===== src/rtl/uart_tx.sv =====
// uart_tx -- byte-wide UART serial transmitter.
//
// Takes a byte through a start/busy handshake and shifts it out on tx_out as
// start bit, 8 data bits (MSB first), an optional parity bit and 1 or 2 stop
// bits. Each bit is held for CLKS_PER_BIT clocks. tx_out idles high and is
// driven from a register.
//
// Ports
//   clk       in   rising-edge clock
//   rst       in   synchronous reset, active-high; aborts any frame in flight
//   tx_start  in   send request, sampled only while idle (never queued)
//   tx_data   in   [7:0] byte to send, captured on the accepting edge
//   tx_busy   out  high from the accepting edge until the frame completes
//   tx_done   out  one-cycle pulse as the frame completes
//   tx_out    out  serial line
module uart_tx #(
  parameter int CLKS_PER_BIT = 868,
  parameter bit PARITY_EN    = 1'b0,
  parameter bit PARITY_ODD   = 1'b0,
  parameter int STOP_BITS    = 1
) (
  input  logic       clk,
  input  logic       rst,
  input  logic       tx_start,
  input  logic [7:0] tx_data,
  output logic       tx_busy,
  output logic       tx_done,
  output logic       tx_out
);

  localparam int              CNT_W     = (CLKS_PER_BIT > 1) ? $clog2(CLKS_PER_BIT) : 1;
  localparam logic [CNT_W-1:0] CNT_MAX  = CNT_W'(CLKS_PER_BIT - 1);
  localparam logic [2:0]       STOP_LAST = 3'(STOP_BITS - 1);

  typedef enum logic [2:0] {
    S_IDLE,
    S_START,
    S_DATA,
    S_PARITY,
    S_STOP
  } state_t;

  state_t           state;
  state_t           state_nxt;
  logic [CNT_W-1:0] baud_cnt;
  logic [2:0]       bit_idx;
  logic [7:0]       shreg;
  logic             par_bit;
  logic             bit_end;
  logic             stop_end;
  logic             tx_out_nxt;
  logic             tx_busy_nxt;
  logic             tx_done_nxt;

  function automatic logic parity_of(input logic [7:0] b);
    return (^b) ^ PARITY_ODD;
  endfunction

  assign bit_end  = (baud_cnt == CNT_MAX);
  // bit_idx is free while in STOP, so it doubles as the stop-bit counter
  assign stop_end = bit_end && (bit_idx == STOP_LAST);

  // State and registered outputs
  always_ff @(posedge clk) begin
    if (rst) begin
      state   <= S_IDLE;
      tx_out  <= 1'b1;
      tx_busy <= 1'b0;
      tx_done <= 1'b0;
    end else begin
      state   <= state_nxt;
      tx_out  <= tx_out_nxt;
      tx_busy <= tx_busy_nxt;
      tx_done <= tx_done_nxt;
    end
  end

  // Baud counter, bit index, shift register and latched parity
  always_ff @(posedge clk) begin
    if (rst) begin
      baud_cnt <= '0;
      bit_idx  <= '0;
      shreg    <= '0;
      par_bit  <= 1'b0;
    end else if (state == S_IDLE) begin
      baud_cnt <= '0;
      bit_idx  <= '0;
      if (tx_start) begin
        shreg   <= tx_data;
        par_bit <= parity_of(tx_data);
      end
    end else begin
      baud_cnt <= bit_end ? '0 : baud_cnt + 1'b1;
      if (bit_end) begin
        if (state == S_DATA) begin
          shreg   <= {shreg[6:0], 1'b0};
          bit_idx <= bit_idx + 3'd1;
        end else if (state == S_STOP) begin
          bit_idx <= stop_end ? 3'd0 : bit_idx + 3'd1;
        end
      end
    end
  end

  // Next-state logic
  always_comb begin
    state_nxt = state;
    case (state)
      S_IDLE:   if (tx_start) state_nxt = S_START;
      S_START:  if (bit_end) state_nxt = S_DATA;
      S_DATA:   if (bit_end && (bit_idx == 3'd7)) state_nxt = PARITY_EN ? S_PARITY : S_STOP;
      S_PARITY: if (bit_end) state_nxt = S_STOP;
      S_STOP:   if (stop_end) state_nxt = S_IDLE;
      default:  state_nxt = S_IDLE;
    endcase
  end

  // Output logic: value each output takes after the coming edge
  always_comb begin
    tx_out_nxt = 1'b1;
    case (state_nxt)
      S_START:  tx_out_nxt = 1'b0;
      // On a DATA bit boundary the shift has not landed yet, so look one bit ahead
      S_DATA:   tx_out_nxt = ((state == S_DATA) && bit_end) ? shreg[6] : shreg[7];
      S_PARITY: tx_out_nxt = par_bit;
      default:  tx_out_nxt = 1'b1;
    endcase
    tx_busy_nxt = (state_nxt != S_IDLE);
    tx_done_nxt = (state == S_STOP) && (state_nxt == S_IDLE);
  end

endmodule

===== config.mk =====
export PLATFORM = sky130hd
export DESIGN_NAME = uart_tx
export DESIGN_NICKNAME = d
export VERILOG_FILES = /design/src/rtl/uart_tx.sv
export SDC_FILE = /design/constraint.sdc
export NUM_CORES = 1
export LEC_CHECK = 0
export BUFFER_PORTS_ARGS = -buffer_cell sky130_fd_sc_hd__buf_2
export CAP_MARGIN = 30
export CORE_UTILIZATION = 45
export DETAILED_ROUTE_END_ITERATION = 7
export PLACE_DENSITY = 0.72
export RECOVER_POWER = 50
export SETUP_SLACK_MARGIN = 0.05
export SLEW_MARGIN = 20
export SYNTH_ARGS = -nofsm -noshare
export SYNTH_HDL_FRONTEND = slang
export SYNTH_SLANG_ARGS = --single-unit

===== constraint.sdc =====
create_clock -name clk -period 2.6 [get_ports clk]
set_input_delay 0 -clock clk [delete_from_list [all_inputs] [get_ports clk]]
set_output_delay 0 -clock clk [all_outputs]
set_load 0.1 [all_outputs]

; After elaboration in Yosys (flattened, before gate mapping)
; Index checks and enable logic that the tools add are counted.
; Widths: inputs -> output; s select.
[op_classes]
n_eq_ne = 10
reduce_logical = 17
addsub = 2
mux = 15
[op_table]
columns = operator, n
row1 = $mux 8, 4
row2 = $mux 3, 8
row3 = $pmux 3 s5, 1
row4 = $eq 3x2->1 const B, 4
row5 = $add 10x1->10 const B, 1
row6 = $eq 10x10->1 const B, 1
row7 = $logic_not 3->1, 3
row8 = $reduce_xor 8->1, 1
row9 = $eq 3x1->1 const B, 2
row10 = $eq 3x3->1 const B, 2
row11 = $reduce_bool 2->1, 3
row12 = $logic_and 1x1->1, 4
row13 = $reduce_and 2->1, 2
row14 = $add 3x1->3 const B, 1
row15 = $pmux 1 s3, 1
row16 = $reduce_and 3->1, 1
row17 = $reduce_bool 3->1, 1
row18 = $reduce_or 3->1, 1
row19 = $ne 2x2->1 const B, 1
row20 = $reduce_or 2->1, 1
row21 = $mux 1, 1
[totals]
inputBits = 11
word_cells = 52
out_inout_bits = 3
register_bits = 28

; Depth between registers and ports, before layout
[depth]
word_depth = 6
mapped_depth = 7
ltp_nobuf = 7

; Worst setup path before layout
; OpenSTA, ideal clock, no wires.
[synth_timing]
kind = register to register
from = reg baud_cnt[0]
to = reg tx_out
path_stages_with_launch = 7
slack_ns = 0.653
arrival_time_ns = 1.822
required_ns = 2.476
path_buffers = 0
setup_ns = 0.124
period_less_slack_ns = 1.947
path_cell_list = dfxtp_1 ha_1 nand4bb_1 or3_4 o32ai_2 nor2_1 a2111o_1
[synth_via]
elab_chain_len = 6
elab_cells_between_ends = 14
cone_classes = eq/ne (4) / mux (7) / reduce/logical (3)
[synth_rtl]
columns = item, line
row1 = start: declaration, 45  ; logic [CNT_W-1:0] baud_cnt;
row2 = start signal: assignment, 93  ; baud_cnt <= bit_end ? '0 : baud_cnt + 1'b1;
row3 = $eq 10x10->1 *, 59  ; assign bit_end = (baud_cnt == CNT_MAX);
row4 = $logic_and 1x1->1 (on tied branches), "61, 111"
row5 = $mux 3 (on tied branches), "113, 111"
row6 = $pmux 3 s5, 108  ; case (state)
row7 = $eq 3x2->1 or $eq 3x1->1 (tied branches), 121  ; case (state_nxt)
row8 = $pmux 1 s3 *, 121
row9 = end signal: assignment, 72  ; tx_out <= tx_out_nxt;
row10 = end: declaration, 28  ; output logic tx_out
; Mark *: on every way between the ends. The rest lies on a longest branch, timed or not.
; A chain may end at the register's enable or synchronous reset.

; Final worst setup path
; Same ends and word-level chain as after synthesis.

==> impl_metrics.toml <==
[layout]
multi_input_area_um2 = 746
num-fill-cells = 265
ff_latch_area_um2 = 561
nets = 179
n_antenna_cell = 0
drive_gt1_share_pct = 12.3
final_cells = 194
areaGrowthSynthToFinish_pct = 10.4

[clock_tree]
htree_levels = 1
cts.clk_slew.worst_paths_ns = 0.14
ctsLongestPathBuffers = 2
cts_buffers = 3
worstSkewPairLatency_ns = 0.32
cts_sinks = 28
cts_tree = "done"
cts_root_buffer = "clkbuf_4"

[power_and_ir_drop]
pwr_density_cell_mw_per_mm2 = 527
ir_worst_vdd_mv = 0.325
p_leak_nw = 0.568

[detailed_routing]
vias = 1054
routed_wl_mm = 2.39
ant_nets = 0
first_pass_iters = 4
wire_per_inst_um = 12.3
drc_errors = 0
drtIter0Drc = 42
via_per_inst = 5.43

[floorplanning]
die_h_um = 56.9
num_rows = 19
die_area_mm2 = 0.00324
pin_count = 14
fp.coreArea_mm2 = 0.00281
initial_core_util_pct = 48.3
die_w_um = 56.9

[synthesis]
ys_seq_area_share_pct = 41.3
synthArstFlopShare_pct = 0
synth_top_area_share_pct = 41.3
synthCells = 146
synth.most_common_cell = "dfxtp_1"
synth_area_leader_cell = "dfxtp_1"
synth_edf_count = 0
synth_warnings = 0
synth_flop_cell = "dfxtp_1"
syn_avg_cell_area_um2 = 9.29
yosys.cell_types.count = 33
synth_area_mm2 = 0.00136
syn_nets = 161
yosys-top-cells-count = "dfxtp_1 (28), nor2_1 (25), xnor2_1 (11)"
synth_area_leaders = "dfxtp_1 (41%), xnor2_1 (7.1%), nor2_1 (6.9%)"
synth-seq-cells = 28

[sta]
tns_ns = 0
worst_pin_slew_ns = 1.17
fmax_ghz = 0.452
drv_slew = 0
skew_ns = 0.00755
hold_viol = 0
fin_hold_ws_ns = 0.0289
worst_slack_ns = 0.387
slew_headroom_pct = 22.1
setup_viol_count_final = 0
period_needed_ns = 2.21
rsz0062_at_grt = "false"
fin_crit_sh_pct = 85.1

[global_route]
antenna_found_initial = 0
grt_pass1_vias = 1063
gr-usage-all-layers_pct = 17.1
grt-ovfl-total = 0
grt_pass1_wl_mm = 4.33
grt_max_degree = 20

[setup_path]
critPathKind = "reg -> reg"
cpMaxStageDelayCell = "or3_4"
cp_data_arrival_time_ns = 2.44
crit_chain = "ha_1 -> nand4bb_1 -> or3_4 -> o32ai_1 -> nor2_1 -> a2111o_1"
cp_max_fo = 4
cp-start-kind = "flip-flop"
cp_data_required_time_ns = 2.83
critPathMaxStageDelay_ns = 0.44
cp-end-kind = "flip-flop"

[hold_path]
hp-class = "in -> reg"

[place]
gp_congestion = 0.859
dpl.hpwl_mm = 1.77
preCtsSetupSlack_ns = 0.445
dp_cells = 186
io_buffers = 13

[flow_run]
drv_cap = 0

[run_status]
outcome = "finished clean"
final cells by class:
cell class	instances	area share (%)
well taps	31	2.59
inverters	3	0.752
repair buffers	18	7.02
flip-flops and latches	28	37.4
clock buffers	4	2.42
multi-input cells	110	49.8
what timing repair did:
item                      4_1_cts  5_1_grt
buffers inserted                0        0
gates resized for setup         0        0
hold buffers                    2        2
hold endpoints to repair        2        2
per-stage QoR:
stage	util, %	total power [W]	cell area, µm²
2_1_floorplan	-	0.000566	1360
3_3_place_gp	51.4	0.000588	1440
3_5_place_dp	51.4	0.000591	1440
4_1_cts	53.4	0.000802	1500
5_1_grt	53.4	0.000841	1500
6_report	53.4	0.000789	1500
cells by family (layout without fill, tap and decap cells):
group / Yosys count / after routing / synth area share [%]
fa+ha+maj: 4 / 4 / 3.69
compound gates: 19 / 19 / 12.0
mux: 9 / 9 / 6.73
flops: 28 / 28 / 41.3
xor+xnor: 15 / 15 / 9.69
simple gates: 63 / 63 / 23.8
buf+inv: 8 / 25 / 2.77
cells in the final DEF, fill, tap and decap left out, types with 2 or more instances in the layout:
cell type	n
and3_1	2
dlygate4sd3_1	4
nand3_1	6
dfxtp_1	28
nand2b_1	3
nor3_1	8
nor3b_1	3
o21ai_0	2
a211oi_2	2
clkbuf_1	4
ha_1	4
a21oi_1	5
buf_2	10
nor2b_1	4
a211oi_1	5
nor4_1	2
xor2_1	4
inv_1	3
xnor2_1	11
nor2_1	25
mux2i_1	8
clkbuf_4	3
nand2_1	6
layer usage:
metal | vias up | part of all wire [%] | global-route usage, %
li1 | 541 | - | -
met1 | 497 | 46 | 19.6
met2 | 14 | 51 | 29.9
met3 | 2 | 2.6 | 5.30
met4 | 0 | 0.75 | 5.57
met5 | - | 0 | 0
where the power goes:
| part | total, W | internal, W | switching [W] | leakage, nW |
|---|---|---|---|---|
| Sequential | 0.000459 | 0.000448 | 0.0000118 | 0.228 |
| Combinational | 0.000125 | 0.0000490 | 0.0000756 | 0.319 |
| Clock | 0.000205 | 0.0000857 | 0.000120 | 0.0210 |
| Total | 0.000789 | 0.000582 | 0.000207 | 0.568 |
worst max-delay path: cells and delay by family, from the launching register on:
kind	cells	cell delay, ns
simple gates	3	0.74
flops	1	0.40
compound gates	2	0.76
fa+ha+maj	1	0.23
state kept, by name, summed over array words and instances, names as in the netlist:
name / count
baud_cnt: 10
bit_idx: 3
par_bit: 1
shreg: 8
state: 3
tx_busy: 1
tx_done: 1
tx_out: 1
path summary, 6_finish.rpt:
path / from / to / slack (ns) / cells past startpoint
min reg2reg: baud_cnt[0] / baud_cnt[0] / 0.48 / 1
max reg2reg: baud_cnt[0] / tx_out / 0.39 / 6
max: baud_cnt[0] / tx_out / 0.39 / 6
min: tx_data[3] / shreg[3] / 0.03 / 3
Power figures use the tool's default switching activity.
